$ cat src/rtl/synth_pkg.sv
// Shared synthesiser definitions: ADSR state encodings, datapath widths and
// the sequencer FSM encoding.
package synth_pkg;

  localparam int STATE_W  = 4;
  localparam int ENV_W    = 33;
  localparam int SAMPLE_W = 16;

  localparam logic [STATE_W-1:0] ST_OFF     = 4'd0;
  localparam logic [STATE_W-1:0] ST_ATTACK  = 4'd1;
  localparam logic [STATE_W-1:0] ST_DECAY   = 4'd2;
  localparam logic [STATE_W-1:0] ST_RELEASE = 4'd3;

  typedef enum logic [1:0] {
    SEQ_IDLE  = 2'd0,
    SEQ_ISSUE = 2'd1,
    SEQ_DRAIN = 2'd2,
    SEQ_DONE  = 2'd3
  } seq_state_e;

  function automatic logic is_active(input logic [STATE_W-1:0] st);
    return st != ST_OFF;
  endfunction

endpackage

$ cat src/rtl/adsr_voice_sequencer_if.sv
// Link between the voice sequencer (master) and the shared ADSR envelope core (slave).
interface adsr_voice_sequencer_if;
  import synth_pkg::*;

  logic                       key_state;
  logic [STATE_W-1:0]         state_current;
  logic [ENV_W-1:0]           envelope_current;
  logic [STATE_W-1:0]         state_next;
  logic [ENV_W-1:0]           envelope_next;
  logic signed [SAMPLE_W-1:0] voice_sample;

  modport master (
    output key_state, state_current, envelope_current,
    input  state_next, envelope_next, voice_sample
  );

  modport slave (
    input  key_state, state_current, envelope_current,
    output state_next, envelope_next, voice_sample
  );

endinterface

$ cat src/rtl/voice_state_ram.sv
// Per-voice ADSR state/envelope store: one combinational read port for issue,
// one synchronous write port for capture.
module voice_state_ram import synth_pkg::*; #(
  parameter int NUM_VOICES = 8,
  parameter int VOICE_W    = 3
) (
  input  logic                  clk,
  input  logic                  reset,
  input  logic [VOICE_W-1:0]    rd_idx,
  output logic [STATE_W-1:0]    rd_state,
  output logic [ENV_W-1:0]      rd_env,
  input  logic                  wr_en,
  input  logic [VOICE_W-1:0]    wr_idx,
  input  logic [STATE_W-1:0]    wr_state,
  input  logic [ENV_W-1:0]      wr_env,
  output logic [NUM_VOICES-1:0] active
);

  logic [STATE_W-1:0] state_mem_r [NUM_VOICES];
  logic [ENV_W-1:0]   env_mem_r   [NUM_VOICES];

  // Entry storage, written by the capture stage
  always_ff @(posedge clk or negedge reset) begin
    if (!reset) begin
      for (int v = 0; v < NUM_VOICES; v++) begin
        state_mem_r[v] <= ST_OFF;
        env_mem_r[v]   <= '0;
      end
    end else if (wr_en) begin
      state_mem_r[wr_idx] <= wr_state;
      env_mem_r[wr_idx]   <= wr_env;
    end
  end

  assign rd_state = state_mem_r[rd_idx];
  assign rd_env   = env_mem_r[rd_idx];

  // Per-voice activity flags straight from stored state
  always_comb begin
    active = '0;
    for (int v = 0; v < NUM_VOICES; v++) begin
      active[v] = is_active(state_mem_r[v]);
    end
  end

endmodule

$ cat src/rtl/adsr_voice_sequencer.sv
// Time-multiplexes NUM_VOICES voices through the shared ADSR core once per
// sample tick, writes back core results and mixes the per-voice samples.
module adsr_voice_sequencer import synth_pkg::*; #(
  parameter int NUM_VOICES = 8,
  parameter int VOICE_W    = 3,
  parameter int CORE_LAT   = 1,
  parameter int MIX_W      = 16 + VOICE_W
) (
  input  logic                     clk,
  input  logic                     reset,
  input  logic                     sample_tick,
  input  logic                     note_on_valid,
  input  logic [VOICE_W-1:0]       note_on_voice,
  input  logic                     note_off_valid,
  input  logic [VOICE_W-1:0]       note_off_voice,
  adsr_voice_sequencer_if.master   core,
  output logic signed [MIX_W-1:0]  mix_out,
  output logic                     mix_valid,
  output logic                     busy,
  output logic                     overrun,
  output logic [NUM_VOICES-1:0]    voice_active
);

  localparam int DRAIN_W = (CORE_LAT > 1) ? $clog2(CORE_LAT) : 1;
  localparam logic [DRAIN_W-1:0] DRAIN_LAST = DRAIN_W'(CORE_LAT - 1);
  localparam logic [VOICE_W-1:0] LAST_VOICE = VOICE_W'(NUM_VOICES - 1);

  seq_state_e               state_r, state_nxt_s;
  logic [VOICE_W-1:0]       issue_idx_r;
  logic [DRAIN_W-1:0]       drain_cnt_r;
  logic                     issue_s;
  logic [CORE_LAT-1:0]      cap_vld_pipe_r;
  logic [VOICE_W-1:0]       cap_idx_pipe_r [CORE_LAT];
  logic                     cap_vld_s;
  logic [VOICE_W-1:0]       cap_idx_s;
  logic [NUM_VOICES-1:0]    key_r, key_nxt_s;
  logic signed [MIX_W-1:0]  acc_r, acc_sum_s;
  logic signed [MIX_W-1:0]  mix_out_r;
  logic                     mix_valid_r, busy_r, overrun_r;
  logic [STATE_W-1:0]       rd_state_s;
  logic [ENV_W-1:0]         rd_env_s;

  // Sweep sequencing: next state and issue strobe
  always_comb begin
    state_nxt_s = state_r;
    issue_s     = 1'b0;
    case (state_r)
      SEQ_IDLE: begin
        if (sample_tick) state_nxt_s = SEQ_ISSUE;
        else             state_nxt_s = SEQ_IDLE;
      end
      SEQ_ISSUE: begin
        issue_s = 1'b1;
        if (issue_idx_r == LAST_VOICE) state_nxt_s = SEQ_DRAIN;
        else                           state_nxt_s = SEQ_ISSUE;
      end
      SEQ_DRAIN: begin
        if (drain_cnt_r == DRAIN_LAST) state_nxt_s = SEQ_DONE;
        else                           state_nxt_s = SEQ_DRAIN;
      end
      SEQ_DONE:  state_nxt_s = SEQ_IDLE;
      default:   state_nxt_s = SEQ_IDLE;
    endcase
  end

  // FSM state, issue index and drain counter
  always_ff @(posedge clk or negedge reset) begin
    if (!reset) begin
      state_r     <= SEQ_IDLE;
      issue_idx_r <= '0;
      drain_cnt_r <= '0;
    end else begin
      state_r <= state_nxt_s;
      if (issue_s) issue_idx_r <= issue_idx_r + VOICE_W'(1);
      else         issue_idx_r <= '0;
      if (state_r == SEQ_DRAIN) drain_cnt_r <= drain_cnt_r + DRAIN_W'(1);
      else                      drain_cnt_r <= '0;
    end
  end

  // Issue index delayed by the core latency selects the write-back entry
  always_ff @(posedge clk or negedge reset) begin
    if (!reset) begin
      cap_vld_pipe_r <= '0;
      for (int k = 0; k < CORE_LAT; k++) cap_idx_pipe_r[k] <= '0;
    end else begin
      cap_vld_pipe_r[0] <= issue_s;
      cap_idx_pipe_r[0] <= issue_idx_r;
      for (int k = 1; k < CORE_LAT; k++) begin
        cap_vld_pipe_r[k] <= cap_vld_pipe_r[k-1];
        cap_idx_pipe_r[k] <= cap_idx_pipe_r[k-1];
      end
    end
  end

  assign cap_vld_s = cap_vld_pipe_r[CORE_LAT-1];
  assign cap_idx_s = cap_idx_pipe_r[CORE_LAT-1];

  voice_state_ram #(
    .NUM_VOICES (NUM_VOICES),
    .VOICE_W    (VOICE_W)
  ) u_ram (
    .clk      (clk),
    .reset    (reset),
    .rd_idx   (issue_idx_r),
    .rd_state (rd_state_s),
    .rd_env   (rd_env_s),
    .wr_en    (cap_vld_s),
    .wr_idx   (cap_idx_s),
    .wr_state (core.state_next),
    .wr_env   (core.envelope_next),
    .active   (voice_active)
  );

  // Key updates; a release beats a press on the same voice
  always_comb begin
    key_nxt_s = key_r;
    for (int v = 0; v < NUM_VOICES; v++) begin
      if (note_off_valid && (note_off_voice == VOICE_W'(v)))
        key_nxt_s[v] = 1'b0;
      else if (note_on_valid && (note_on_voice == VOICE_W'(v)))
        key_nxt_s[v] = 1'b1;
      else
        key_nxt_s[v] = key_r[v];
    end
  end

  // Running mix including the sample captured this cycle
  always_comb begin
    if (cap_vld_s)
      acc_sum_s = acc_r + {{(MIX_W-SAMPLE_W){core.voice_sample[SAMPLE_W-1]}}, core.voice_sample};
    else
      acc_sum_s = acc_r;
  end

  // Key array, accumulator and registered status outputs
  always_ff @(posedge clk or negedge reset) begin
    if (!reset) begin
      key_r       <= '0;
      acc_r       <= '0;
      mix_out_r   <= '0;
      mix_valid_r <= 1'b0;
      busy_r      <= 1'b0;
      overrun_r   <= 1'b0;
    end else begin
      key_r <= key_nxt_s;
      if ((state_r == SEQ_IDLE) && sample_tick) acc_r <= '0;
      else                                      acc_r <= acc_sum_s;
      if (state_nxt_s == SEQ_DONE) mix_out_r <= acc_sum_s;
      mix_valid_r <= (state_nxt_s == SEQ_DONE);
      busy_r      <= (state_nxt_s == SEQ_ISSUE) || (state_nxt_s == SEQ_DRAIN);
      overrun_r   <= sample_tick && (state_r != SEQ_IDLE);
    end
  end

  // Present the issued voice to the core; idle cycles drive zeros
  always_comb begin
    if (issue_s) begin
      core.key_state        = key_r[issue_idx_r];
      core.state_current    = rd_state_s;
      core.envelope_current = rd_env_s;
    end else begin
      core.key_state        = 1'b0;
      core.state_current    = ST_OFF;
      core.envelope_current = '0;
    end
  end

  assign mix_out   = mix_out_r;
  assign mix_valid = mix_valid_r;
  assign busy      = busy_r;
  assign overrun   = overrun_r;

endmodule

$ cat src/flat_wrapper.sv
// flat-port wrapper written by rule: the top's interface ports become plain ports
module adsr_voice_sequencer_flat import synth_pkg::*;
#(
  parameter int NUM_VOICES = 8,
  parameter int VOICE_W    = 3,
  parameter int CORE_LAT   = 1,
  parameter int MIX_W      = 16 + VOICE_W
)
  (clk, reset, sample_tick, note_on_valid, note_on_voice, note_off_valid, note_off_voice, mix_out, mix_valid, busy, overrun, voice_active, core_key_state, core_state_current, core_envelope_current, core_state_next, core_envelope_next, core_voice_sample);
  adsr_voice_sequencer_if core_i ();
  input  logic clk;
  input  logic reset;
  input  logic sample_tick;
  input  logic note_on_valid;
  input  logic [VOICE_W-1:0] note_on_voice;
  input  logic note_off_valid;
  input  logic [VOICE_W-1:0] note_off_voice;
  output logic signed [MIX_W-1:0] mix_out;
  output logic mix_valid;
  output logic busy;
  output logic overrun;
  output logic [NUM_VOICES-1:0] voice_active;
  output wire logic [$bits(core_i.key_state)-1:0] core_key_state;
  output wire logic [$bits(core_i.state_current)-1:0] core_state_current;
  output wire logic [$bits(core_i.envelope_current)-1:0] core_envelope_current;
  input wire logic [$bits(core_i.state_next)-1:0] core_state_next;
  input wire logic [$bits(core_i.envelope_next)-1:0] core_envelope_next;
  input wire logic [$bits(core_i.voice_sample)-1:0] core_voice_sample;
  assign core_key_state = core_i.key_state;
  assign core_state_current = core_i.state_current;
  assign core_envelope_current = core_i.envelope_current;
  assign core_i.state_next = core_state_next;
  assign core_i.envelope_next = core_envelope_next;
  assign core_i.voice_sample = core_voice_sample;
  adsr_voice_sequencer #(.NUM_VOICES(NUM_VOICES), .VOICE_W(VOICE_W), .CORE_LAT(CORE_LAT), .MIX_W(MIX_W)) u_core (.clk(clk), .reset(reset), .sample_tick(sample_tick), .note_on_valid(note_on_valid), .note_on_voice(note_on_voice), .note_off_valid(note_off_valid), .note_off_voice(note_off_voice), .core(core_i), .mix_out(mix_out), .mix_valid(mix_valid), .busy(busy), .overrun(overrun), .voice_active(voice_active));
endmodule
$ cat config.mk
export PLATFORM = sky130hd
export DESIGN_NAME = adsr_voice_sequencer_flat
export DESIGN_NICKNAME = d
export VERILOG_FILES = /design/src/rtl/synth_pkg.sv /design/src/rtl/adsr_voice_sequencer_if.sv /design/src/rtl/voice_state_ram.sv /design/src/rtl/adsr_voice_sequencer.sv /design/src/flat_wrapper.sv
export SDC_FILE = /design/constraint.sdc
export NUM_CORES = 1
export LEC_CHECK = 0
export BUFFER_PORTS_ARGS = -buffer_cell sky130_fd_sc_hd__buf_2
export CELL_PAD_IN_SITES_DETAIL_PLACEMENT = 0
export CELL_PAD_IN_SITES_GLOBAL_PLACEMENT = 1
export CORE_UTILIZATION = 40
export CTS_BUF_LIST = sky130_fd_sc_hd__clkbuf_4 sky130_fd_sc_hd__clkbuf_8
export DETAILED_ROUTE_END_ITERATION = 16
export HOLD_SLACK_MARGIN = 0.02
export PLACE_DENSITY = 0.74
export SLEW_MARGIN = 20
export SYNTH_ARGS = -nofsm -noshare
export SYNTH_HDL_FRONTEND = slang
export SYNTH_SLANG_ARGS = --single-unit
$ cat constraint.sdc
create_clock -name clk -period 3.5 [get_ports clk]
set_clock_uncertainty 0.05 [all_clocks]
set_input_delay 0.35 -clock clk [delete_from_list [all_inputs] [get_ports clk]]
set_output_delay 0.35 -clock clk [all_outputs]
set_load 0.02 [all_outputs]
==> metrics.txt, run 1 <==
status=finished, final reports clean; layout cells sized above 1=47.3%; final setup vio count=0; initial antenna violation count=2; sequential share of the synthesized area=53.9%; Setup Crit Path Kind=register to primary output; Detail Route Antenna Nets=0; Static Leak=8.40 nW; Final Hold Viols=0; GRT Residual Overflow=0; DP Area=about 18000 sq um; # IOs=132; Mapped Nets=~1200; PwrDens=1040 nW/um^2; GP Congestion=roughly 0.76; first-pass GRT wire length=61200 um; number of synthesized flops with an enable pin=0; Async SR Flop Fraction=100%; critical path launch point type=register; Starting DRT DRC Count=426; root buf cell=clkbuf_8; Area Growth Syn to Fin=20.0%; reg2reg start=u_core.acc_r[0]$_DFF_PN0_; die area=42000 sq um; final net count=between 1000 and 1500; Tmin final=3.24 ns; setup_tns=0 ns; Top FF cell, synth=dfrtp_1; Synth area leader=dfrtp_1; core area=a little over 40000 sq um; RSZ-0062 raised after global routing=false; cts repair resizes=0; worst reg2reg path depth=9; vias per inst=5.34; Initial Utilization=40.5%; Syn Inst Count=around 1100; synthesized flop and latch total=355; part of the cycle the worst path needs=92.5%; CTS buffer count=61; fin area=between 15000 and 20000 sq um; Port Buffer Count=131; Min Hold Slack=around 0.15 ns; DR vias=10300; critical path arrival=2.84 ns; hold_buf cts=53; Die Y-Extent=205 um; actual slew at the worst max-slew pin=between 0.8 and 0.9 ns; Core Rows=74; largest net degree at the start of global routing=105; critical path capture point type=primary output; CTS tree=done; hold path start=core_voice_sample[1]; DRC=0; peak supply drop=0.523 mV; Area contributors post-synth=dfrtp_1, mux2_2, mux4_2, mux2i_1, nor2_1; H-tree depth=2; slew margin rel.=42.0%; Reg clk slew, reported paths=0.06 ns; Synth Cell Area=16500 sq um; synth warn=0; # fillers=3567; Hold Path Class=primary input to register; Die Span X=205 um; clk_lat worst skew=0.66 ns; Worst setup startpoint=u_core.issue_idx_r[0]$_DFF_PN0_; top-area cell type share of the netlist area=53.9%; wire length per cell=about 20 um; Hold Path End=u_core.acc_r[1]$_DFF_PN0_; clock tree sinks=~360; CTS Buffer Depth=3; DP HPWL=between 20000 and 25000 um; hold path cells=4; average size of a mapped cell=roughly 14 sq um; gr usage total=18.8%; number of global-route vias before repair=10800; worst reg2reg path endpoint=u_core.mix_out[12]$_DFFE_PN0P_; fin. max-slew vios=0; Post-CTS Setup Bufs=0; Crit Path Max Fanout=23; Req. time, crit path=3.10 ns; final WL=38300 um; Synth cell types=51; drt first pass iters=4; Reg2Reg Setup Slack=roughly 0.77 ns; max-cap violation count=0; fmax=0.309 GHz
## worst max-delay path by stage
stage                                endpoint  slack (ns)
2_1_floorplan  u_core.mix_out[18]$_DFFE_PN0P_        1.12
3_3_place_gp   u_core.mix_out[18]$_DFFE_PN0P_        0.74
4_1_cts                 core_state_current[1]        0.13
3_5_place_dp   u_core.mix_out[12]$_DFFE_PN0P_        0.71
6_report                core_state_current[1]        0.26
5_1_grt             core_envelope_current[26]       0.004
## area by class of cell
cell class | instances | area [sq um] | share of cell area, %
tap | 532 | 666 | 3.36
antenna | 2 | 5.00 | 0.0253
clock buffer | 105 | 1290 | 6.51
timing repair buffer | 217 | 1510 | 7.61
multi-input combinational | 706 | 7330 | 37.0
inverter | 10 | 37.5 | 0.190
sequential | 355 | 8890 | 44.9
clock inverter | 5 | 72.6 | 0.367
## logic make-up after synthesis
family                     Yosys count  synth area share [%]
muxes                              425                  33.8
DFF                                355                  53.9
and+or+nand+nor                    159                  4.70
buffers and inverters               79                  1.87
adders and majority gates           22                  1.71
xor gates and xnor gates            10                 0.531
AOI/OAI and AO/OA                   90                  3.47
## per-stage QoR
stage	total power, mW	util, %	cells	setup WS (ns)
after global placement	16.3	43.9	1767	0.736
after global routing	21.9	48.6	1932	0.00393
after detailed placement	16.6	43.9	1767	0.709
after floorplan	14.0	-	1140	1.12
after CTS	20.8	48.6	1930	0.135
final	20.5	48.6	1932	0.263
## report_power, final
group          total, mW  switching (mW)  internal (mW)
clock network       4.09            1.71           2.38
registers           7.39            1.17           6.22
logic               9.06            4.33           4.72
total               20.5            7.22           13.3
## critical path: stages, from the launching register on
cell,delay [ns]
dfrtp_4,0.74
buf_4,0.47
mux4_2,0.57
mux2i_1,0.19
nor2_1,0.06
buf_2,0.17
## flip-flops by register name, summed over array words and instances (netlist names)
name                      count
u_core.u_ram.state_mem_r     32
u_core.mix_valid              1
u_core.busy                   1
u_core.acc_r                 19
u_core.state_r                2
u_core.u_ram.env_mem_r      264
u_core.mix_out               19
u_core.drain_cnt_r            1
u_core.cap_vld_pipe_r         1
u_core.overrun                1
u_core.cap_idx_pipe_r         3
u_core.issue_idx_r            3
u_core.key_r                  8
## per-layer routing
metal | share of wire, % | vias up | global-route usage, %
met5 | 0 | - | 0
met4 | 2.3 | 0 | 6.53
met3 | 4.3 | 65 | 3.48
met2 | 48 | 200 | 30.0
met1 | 46 | 5361 | 25.7
li1 | - | 4682 | -
## layout by cell type (no fill, tap or decap), types with 3 or more instances in the layout
cell           synthesis  layout
a21o_1                 4       4
a21oi_1               35      35
a311o_1                3       3
a31oi_1               14      14
and3_1                 3       3
buf_12                 0       5
buf_2                 10     130
buf_4                  0      28
clkbuf_4               0      25
clkbuf_8               0      80
dfrtp_1              355     352
dlygate4sd3_1          0      53
ha_1                  21      21
inv_1                 10      10
mux2_2               298     298
mux2i_1               50      50
mux4_2                76      76
nand2_1               20      19
nand2b_1               3       3
nand3_1                4       4
nand4_1                5       5
nand4b_1               4       4
nor2_1                81      81
nor2b_1               14      14
nor3b_2                0       3
o211ai_1               3       3
o21a_1                 3       3
o21ai_0               11      11
or4_1                  8       8
xnor2_1                8       8
## Yosys cell counts (all sizes together) (3+ instances only)
cell type / number
mux2i: 50
o21ai: 11
mux2: 299
nand2: 20
nand2b: 3
nand3: 5
o21a: 3
inv: 10
clkbuf: 51
a21o: 4
o211ai: 3
or4: 8
a31oi: 14
a311o: 3
ha: 21
xnor2: 8
nor3b: 5
nor3: 4
dfrtp: 355
nor2: 81
and3: 4
buf: 18
nand4b: 4
mux4: 76
a21oi: 35
nor2b: 14
nand4: 5
Power figures use the tool's default switching activity.
==> inputs of run 2 (changes only) <==
--- a/constraint.sdc
+++ b/constraint.sdc
@@ -4,2 +4,2 @@
 set_output_delay 0.35 -clock clk [all_outputs]
-set_load 0.02 [all_outputs]
+set_load 0.005 [all_outputs]
==> run 2 against run 1 <==
Net effect: sequential power about the same; combinational power fell by 7.7%; worst setup slack improved by 0.22 ns; largest cell class unchanged; global-route usage grew 0.16 points; critical path type unchanged; via count shrank 0.16%; clock power increased by 5%; maximum frequency is 7.2% higher; critical endpoint is now core_envelope_current[7].
==> metrics.txt, run 2 (synthesis gave the netlist of run 1 again) <==
status=finished, final reports clean; Final Hold Viols=0 (unchanged); commonest non-fill, non-tap cells in the layout=dfrtp_1, mux2_2, buf_2, clkbuf_8, nor2_1; # IOs=132 (unchanged); Static Leak=8.32 nW (-0.96%); first-pass GRT wire length=61700 um (+0.80%); Detail Route Antenna Nets=0 (unchanged); DP HPWL=23300 um (+0.79%); part of the cycle the worst path needs=86.3% (-6.2 points); root buf cell=clkbuf_8; critical path arrival=2.62 ns (-0.22 ns); peak supply drop=0.448 mV (-14%); final setup vio count=0 (unchanged); biggest registers after layout=u_core.u_ram.env_mem_r: 264 flops, u_core.u_ram.state_mem_r: 32 flops; Setup Crit Path Kind=register to primary output; Crit Path Max Fanout=17 (-26%); Seq pwr share=36.9% (+0.9 points); Reg2Reg Setup Slack=0.81 ns (+0.04 ns); layout cells sized above 1=48.1% (+0.86 points); fmax=0.331 GHz (+7.2%); hold path start=core_envelope_next[4]; DRC=0 (unchanged); slew margin rel.=47.9% (+5.9 points); Port Buffer Count=131 (unchanged); max reg flops=264 (unchanged); Final WS setup=0.479 ns (+0.216 ns); Starting DRT DRC Count=476 (+12%); DP Area=17900 sq um (+0.13%); core area=40700 sq um (unchanged); Net Sw Frac=32.6% (-2.5 points); Die Y-Extent=205 um (unchanged); die area=42000 sq um (unchanged); max-cap violation count=0 (unchanged); Reg clk slew, reported paths=0.06 ns (about the same); Tmin final=3.02 ns (-0.216 ns); CTS tree=done; Hold Path End=u_core.u_ram.env_mem_r[103]$_DFFE_PN0P_; Core Rows=74 (unchanged); worst reg2reg path endpoint=u_core.mix_out[18]$_DFFE_PN0P_; fin. max-slew vios=0 (unchanged); commonest non-fill, non-tap cell in the layout=dfrtp_1; clock share of power=21.4% (+1.5 points); GP Congestion=0.796 (+4.7%); gr usage total=19.0% (+0.16 points); pre-CTS setup slack=0.736 ns (+0.0274 ns); Pint=13.5 mW (+1.4%); largest net degree at the start of global routing=86 (-18%); CTS Buffer Depth=3 (unchanged); setup_tns=0 ns (unchanged); cts repair resizes=0 (unchanged); worst reg2reg path depth=9 (unchanged); hold path cells=2 (-2); RSZ-0062 raised after global routing=false; Area Growth Syn to Fin=19.0%; Req. time, crit path=3.10 ns (about the same); critical path launch point type=register; Largest Register=u_core.u_ram.env_mem_r; wire length per cell=20.1 um (+1.4%); clk_lat worst skew=0.58 ns (-0.08 ns); DR vias=10300 (-0.16%); Gate power share=41.7% (-2.4 points); Net Switching=6.54 mW (-9.4%); Die Span X=205 um (unchanged); GRT Residual Overflow=0 (unchanged); Min Hold Slack=0.0732 ns (-0.0801 ns); H-tree depth=3 (+1); actual slew at the worst max-slew pin=0.779 ns (-0.0915 ns); number of global-route vias before repair=11200 (+3.7%); PwrDens=1020 nW/um^2 (-1.6%); clock tree sinks=355 (unchanged); drt first pass iters=4 (unchanged); critical path capture point type=primary output; Hold Path Class=primary input to register; fin area=19600 sq um (-0.88%); vias per inst=5.41 (+1.4%); final WL=38200 um (-0.16%); CTS buffer count=66 (+8.2%); initial antenna violation count=3 (+1); final net count=1413 (-1.7%); Initial Utilization=40.5% (unchanged); reg2reg start=u_core.acc_r[0]$_DFF_PN0_
run 2: cell count changes in the layout (fill, tap and decap cells not counted), moves of 2 or more:
cell / previous run / this run
clkbuf_8: 80 / 92
dlygate4sd3_1: 53 / 26
clkinv_2: 2 / 4
buf_12: 5 / 8
clkbuf_4: 25 / 11
buf_4: 28 / 23
run 2: what timing repair did:
action | CTS | global route
setup buffers | 0 | 0
hold endpoints to repair | 180 | 0
hold buffers | 26 | 0
run 2: power by group through the flow:
| stage | sequential (mW) | clock [mW] | combinational (mW) |
|---|---|---|---|
| 3_3_place_gp | 7.34 | 0 | 8.28 |
| 3_5_place_dp | 7.45 | 0 | 8.44 |
| 5_1_grt | 7.67 | 4.61 | 9.19 |
| 2_1_floorplan | 6.96 | 0 | 6.28 |
| 4_1_cts | 7.39 | 4.42 | 8.51 |
| 6_report | 7.40 | 4.28 | 8.36 |
run 2: layout make-up:
cell class                 instances  area [sq um]
sequential                       355          8890
timing repair buffer             188          1260
tap                              532           666
clock inverter                     7          87.6
multi-input combinational        706          7330
fill                            3590         21100
clock buffer                     103          1350
inverter                          10          37.5
antenna                            1          2.50
run 2: how the worst max path moves through the flow:
stage | start | endpoint | slack [ns] | cells after the start
after global routing | u_core.issue_idx_r[0]$_DFF_PN0_ | core_envelope_current[4] | 0.28 | 5
after global placement | core_voice_sample[0] | u_core.mix_out[14]$_DFFE_PN0P_ | 0.76 | 10
after floorplan | u_core.acc_r[0]$_DFF_PN0_ | u_core.mix_out[18]$_DFFE_PN0P_ | 1.12 | 9
after CTS | u_core.issue_idx_r[0]$_DFF_PN0_ | core_envelope_current[4] | 0.36 | 5
final | u_core.issue_idx_r[0]$_DFF_PN0_ | core_envelope_current[7] | 0.48 | 5
after detailed placement | core_voice_sample[0] | u_core.mix_out[14]$_DFFE_PN0P_ | 0.74 | 10
run 2: metrics by stage:
stage | instances | util (%) | power (mW)
after floorplan | 1140 | - | 13.2
after global placement | 1765 | 44.0 | 15.6
after detailed placement | 1765 | 44.0 | 15.9
after CTS | 1901 | 48.2 | 20.3
after global routing | 1902 | 48.2 | 21.5
final | 1902 | 48.2 | 20.0
run 2: layer usage:
layer / track usage [%] / part of all wire (%)
met3: 3.96 / 4.3
met1: 25.1 / 45
met2: 30.6 / 48
met4: 7.17 / 2.3
met5: 0 / 0.068
run 2: worst max-delay path, cell delays in order (launching register included):
cell and delay (ns):
dfrtp_4 0.67, buf_4 0.42, mux4_2 0.57, mux2i_1 0.17, nor2_1 0.05, buf_2 0.14
==> inputs of run 3 (changes only) <==
ABC_AREA = 1   (was default)
HOLD_SLACK_MARGIN = default   (was 0.02)
PLACE_DENSITY = 0.8   (was 0.74)
==> run 3 against run 2 <==
Net effect: via count increased by 37%; first-iteration DRC count increased by 130%; clock power decreased by 3%; power decreased by 1.5%; global-route usage increased by 3.0 points; combinational power decreased by 0.6%; cell count increased by 44%; synthesized cell count increased by 79%; sequential share of layout area increased by 0.93 points; area after synthesis increased by 0.61%; critical path type unchanged; largest cell class unchanged; largest power group unchanged.
==> metrics.txt, run 3 <==
status=finished, final reports clean; PwrDens=1030 nW/um^2 (+0.58%); multiplexer share of the synthesized area=0% (-34 points); Static Leak=9.34 nW (+12%); biggest registers after layout=u_core.u_ram.env_mem_r: 264 flops, u_core.u_ram.state_mem_r: 32 flops; Tmin final=3.02 ns (-0.00202 ns); CTS Buffer Depth=3 (unchanged); Async SR Flop Fraction=100% (unchanged); core area=40800 sq um (+0.23%); Final Hold Viols=0 (unchanged); Largest Register=u_core.u_ram.env_mem_r; Reg clk slew, reported paths=0.06 ns (about the same); final setup vio count=0 (unchanged); vias per inst=5.18 (-4.3%); main combinational cell family by area after synthesis=compound AO/OA/AOI/OAI gates; number of global-route vias before repair=13700 (+22%); part of the cycle the worst path needs=86.3% (about the same); top cells by count, synth=o21ai_0, nand2_1, dfrtp_1; Syn Inst Count=2037 (+79%); top-area cell type share of the netlist area=53.5% (-0.33 points); Starting DRT DRC Count=1110 (+130%); DP HPWL=27200 um (+17%); actual slew at the worst max-slew pin=0.908 ns (+0.129 ns); Req. time, crit path=3.10 ns (about the same); number of synthesized flops with an enable pin=0 (unchanged); DRC=0 (unchanged); Synth Cell Area=16600 sq um (+0.61%); max reg flops=264 (unchanged); Area contributors post-synth=dfrtp_1, o21ai_0, nand2_1, nor2_1, inv_1; slew margin rel.=39.2% (-8.7 points); CP bufs+invs=3 (+1); ANT cells=0 (-1); CTS buffer count=67 (+1.5%); H-tree depth=3 (unchanged); Port Buffer Count=131 (unchanged); layout cells sized above 1=14.0% (-34 points); critical path launch point type=register; setup_tns=0 ns (unchanged); largest net degree at the start of global routing=97 (+13%); cts repair resizes=0 (unchanged); CTS tree=done; Synth cell types=32 (-37%); wire length per cell=16.7 um (-17%); final net count=2242 (+59%); commonest non-fill, non-tap cells in the layout=o21ai_0, nand2_1, dfrtp_1, nor2_1, buf_2; most common cell in the netlist=o21ai_0; Synth Area in Compound Gates=19.4% (+16 points); cell breakdown of the critical path=inv_4 -> buf_12 -> o21ai_0 -> o22ai_1 -> o21ai_1 -> a31oi_1 -> buf_2; Setup Crit Path Kind=register to primary output; Crit Path Max Fanout=44 (+27); # IOs=132 (unchanged); average size of a mapped cell=8.15 sq um (-44%); # fillers=4057 (+13%); simple-gate portion of the synthesized area=18.4% (+14 points); fin. max-slew vios=0 (unchanged); Top FF cell, synth=dfrtp_1; fmax=0.331 GHz (about the same); Slowest-stage cell, CP=dfrtp_4; peak supply drop=0.413 mV (-7.7%); Register Area=8890 sq um (about the same); Post-CTS Setup Bufs=0 (unchanged); synth warn=0 (unchanged); die area=42300 sq um (+0.61%); pre-CTS setup slack=1.06 ns (+0.321 ns); multi-input logic area=6650 sq um (-9.3%); clk_lat worst skew=0.60 ns (+0.02 ns); Die Y-Extent=206 um (+0.30%); fin area=19200 sq um (-2.1%); RSZ-0062 raised after global routing=false; Area Growth Syn to Fin=15.8%; Detail Route Antenna Nets=0 (unchanged); critical path capture point type=primary output; max-cap violation count=0 (unchanged); initial antenna violation count=0 (-3); Initial Utilization=40.6% (+0.16 points); Mapped Nets=2123 (+73%); fin util=47.1% (-1.1 points); gr usage total=22.0% (+3.0 points); root buf cell=clkbuf_8; GRT Residual Overflow=0 (unchanged); top cell family by delay on the critical path=buffers and inverters; adder-cell share of the synthesized area=1.70% (-0.010 points); Die Span X=206 um (+0.30%); Critical Path Max Stage Delay=0.52 ns (-0.15 ns); final WL=45600 um (+19%); DR vias=14100 (+37%); xor and xnor area share after synthesis=0.264% (-0.27 points); Non-Filler Instances=2730 (+44%); commonest non-fill, non-tap cell in the layout=o21ai_0; Synth area leader=dfrtp_1; dpl cells=2603 (+47%); GP Congestion=0.867 (+8.9%); DP Area=17700 sq um (-1.2%); synthesized flop and latch total=355 (unchanged); sequential share of the synthesized area=53.5% (-0.33 points); Hold Path Class=primary input to register; critical path arrival=2.62 ns (about the same); clock tree sinks=355 (unchanged); Final WS setup=0.481 ns (+0.00202 ns); drt first pass iters=6 (+2); Core Rows=74 (unchanged); first-pass GRT wire length=73300 um (+19%)
## run 3: cell types whose count changed after synthesis, sizes merged, moves of 15 or more
cell | previous run | this run
mux2i | 50 | 0
a21oi | 35 | 80
mux4 | 76 | 0
inv | 10 | 121
nor2 | 81 | 288
nand2 | 20 | 414
mux2 | 299 | 0
a31oi | 14 | 40
clkbuf | 51 | 66
o22ai | 0 | 33
buf | 18 | 66
o21ai | 11 | 469
nand3 | 5 | 50
## run 3: kinds of logic after synthesis
kind of cell,Yosys count
adder cells (fa/ha/maj),22
XOR/XNOR,5
AO/OA/AOI/OAI,625
AND/OR/NAND/NOR,776
buffers and inverters,254
flip-flops,355
## run 3: final cells by class
class                   instances  area share, %
flip-flops and latches        355           46.2
multi-input cells            1428           34.6
clock buffers                 102           6.59
repair buffers                182           6.25
well taps                     532           3.46
inverters                     122           2.40
clock inverters                 9          0.469
## run 3: path summary, 6_finish.rpt
| path | startpoint | to | slack [ns] | cells past startpoint |
|---|---|---|---|---|
| min reg2reg | u_core.drain_cnt_r$_DFF_PN0_ | u_core.drain_cnt_r$_DFF_PN0_ | 0.37 | 1 |
| max reg2reg | u_core.issue_idx_r[0]$_DFF_PN0_ | u_core.mix_out[4]$_DFFE_PN0P_ | 1.06 | 8 |
| max | u_core.issue_idx_r[0]$_DFF_PN0_ | core_envelope_current[20] | 0.48 | 7 |
| min | core_envelope_next[17] | u_core.u_ram.env_mem_r[17]$_DFFE_PN0P_ | 0.04 | 3 |
| max in group asynchronous | reset | u_core.issue_idx_r[0]$_DFF_PN0_ | 2.07 | 3 |
| min in group asynchronous | reset | u_core.u_ram.env_mem_r[240]$_DFFE_PN0P_ | 0.31 | 2 |
## run 3: what timing repair did
action                     in CTS  in global routing
hold buffers                   16                  0
setup endpoints to repair       0                  0
hold endpoints to repair       97                  0
## run 3: metal layers
layer  global-route usage, %  up-vias  wire length, um  share of wire, %
met2                    35.7      338            21300                47
met5                       0        -                0                 0
met4                    6.88        0             1020               2.2
met1                    29.7     6756            21200                47
met3                    4.13       78             2060               4.5
li1                        -     6972                -                 -
## run 3: per-stage QoR
| stage | power (mW) | hold slack [ns] |
|---|---|---|
| floorplan | 12.9 | 0.00441 |
| global placement | 15.4 | 0.367 |
| detailed placement | 15.6 | 0.368 |
| CTS | 19.9 | 0.00290 |
| global route | 21.5 | 0.0334 |
| finish | 19.7 | 0.0429 |
## run 3: worst min-delay path, delay by kind of cell
kind	cells	cell delay [ns]
buffers and inverters	2	0.17
AOI/OAI and AO/OA	1	0.14
## run 3: power breakdown
| group | total [mW] | internal (mW) | leakage, nW | switching (mW) |
|---|---|---|---|---|
| registers | 7.27 | 6.17 | 4.28 | 1.10 |
| clock network | 4.15 | 2.37 | 0.715 | 1.78 |
| logic | 8.31 | 3.06 | 4.34 | 5.25 |
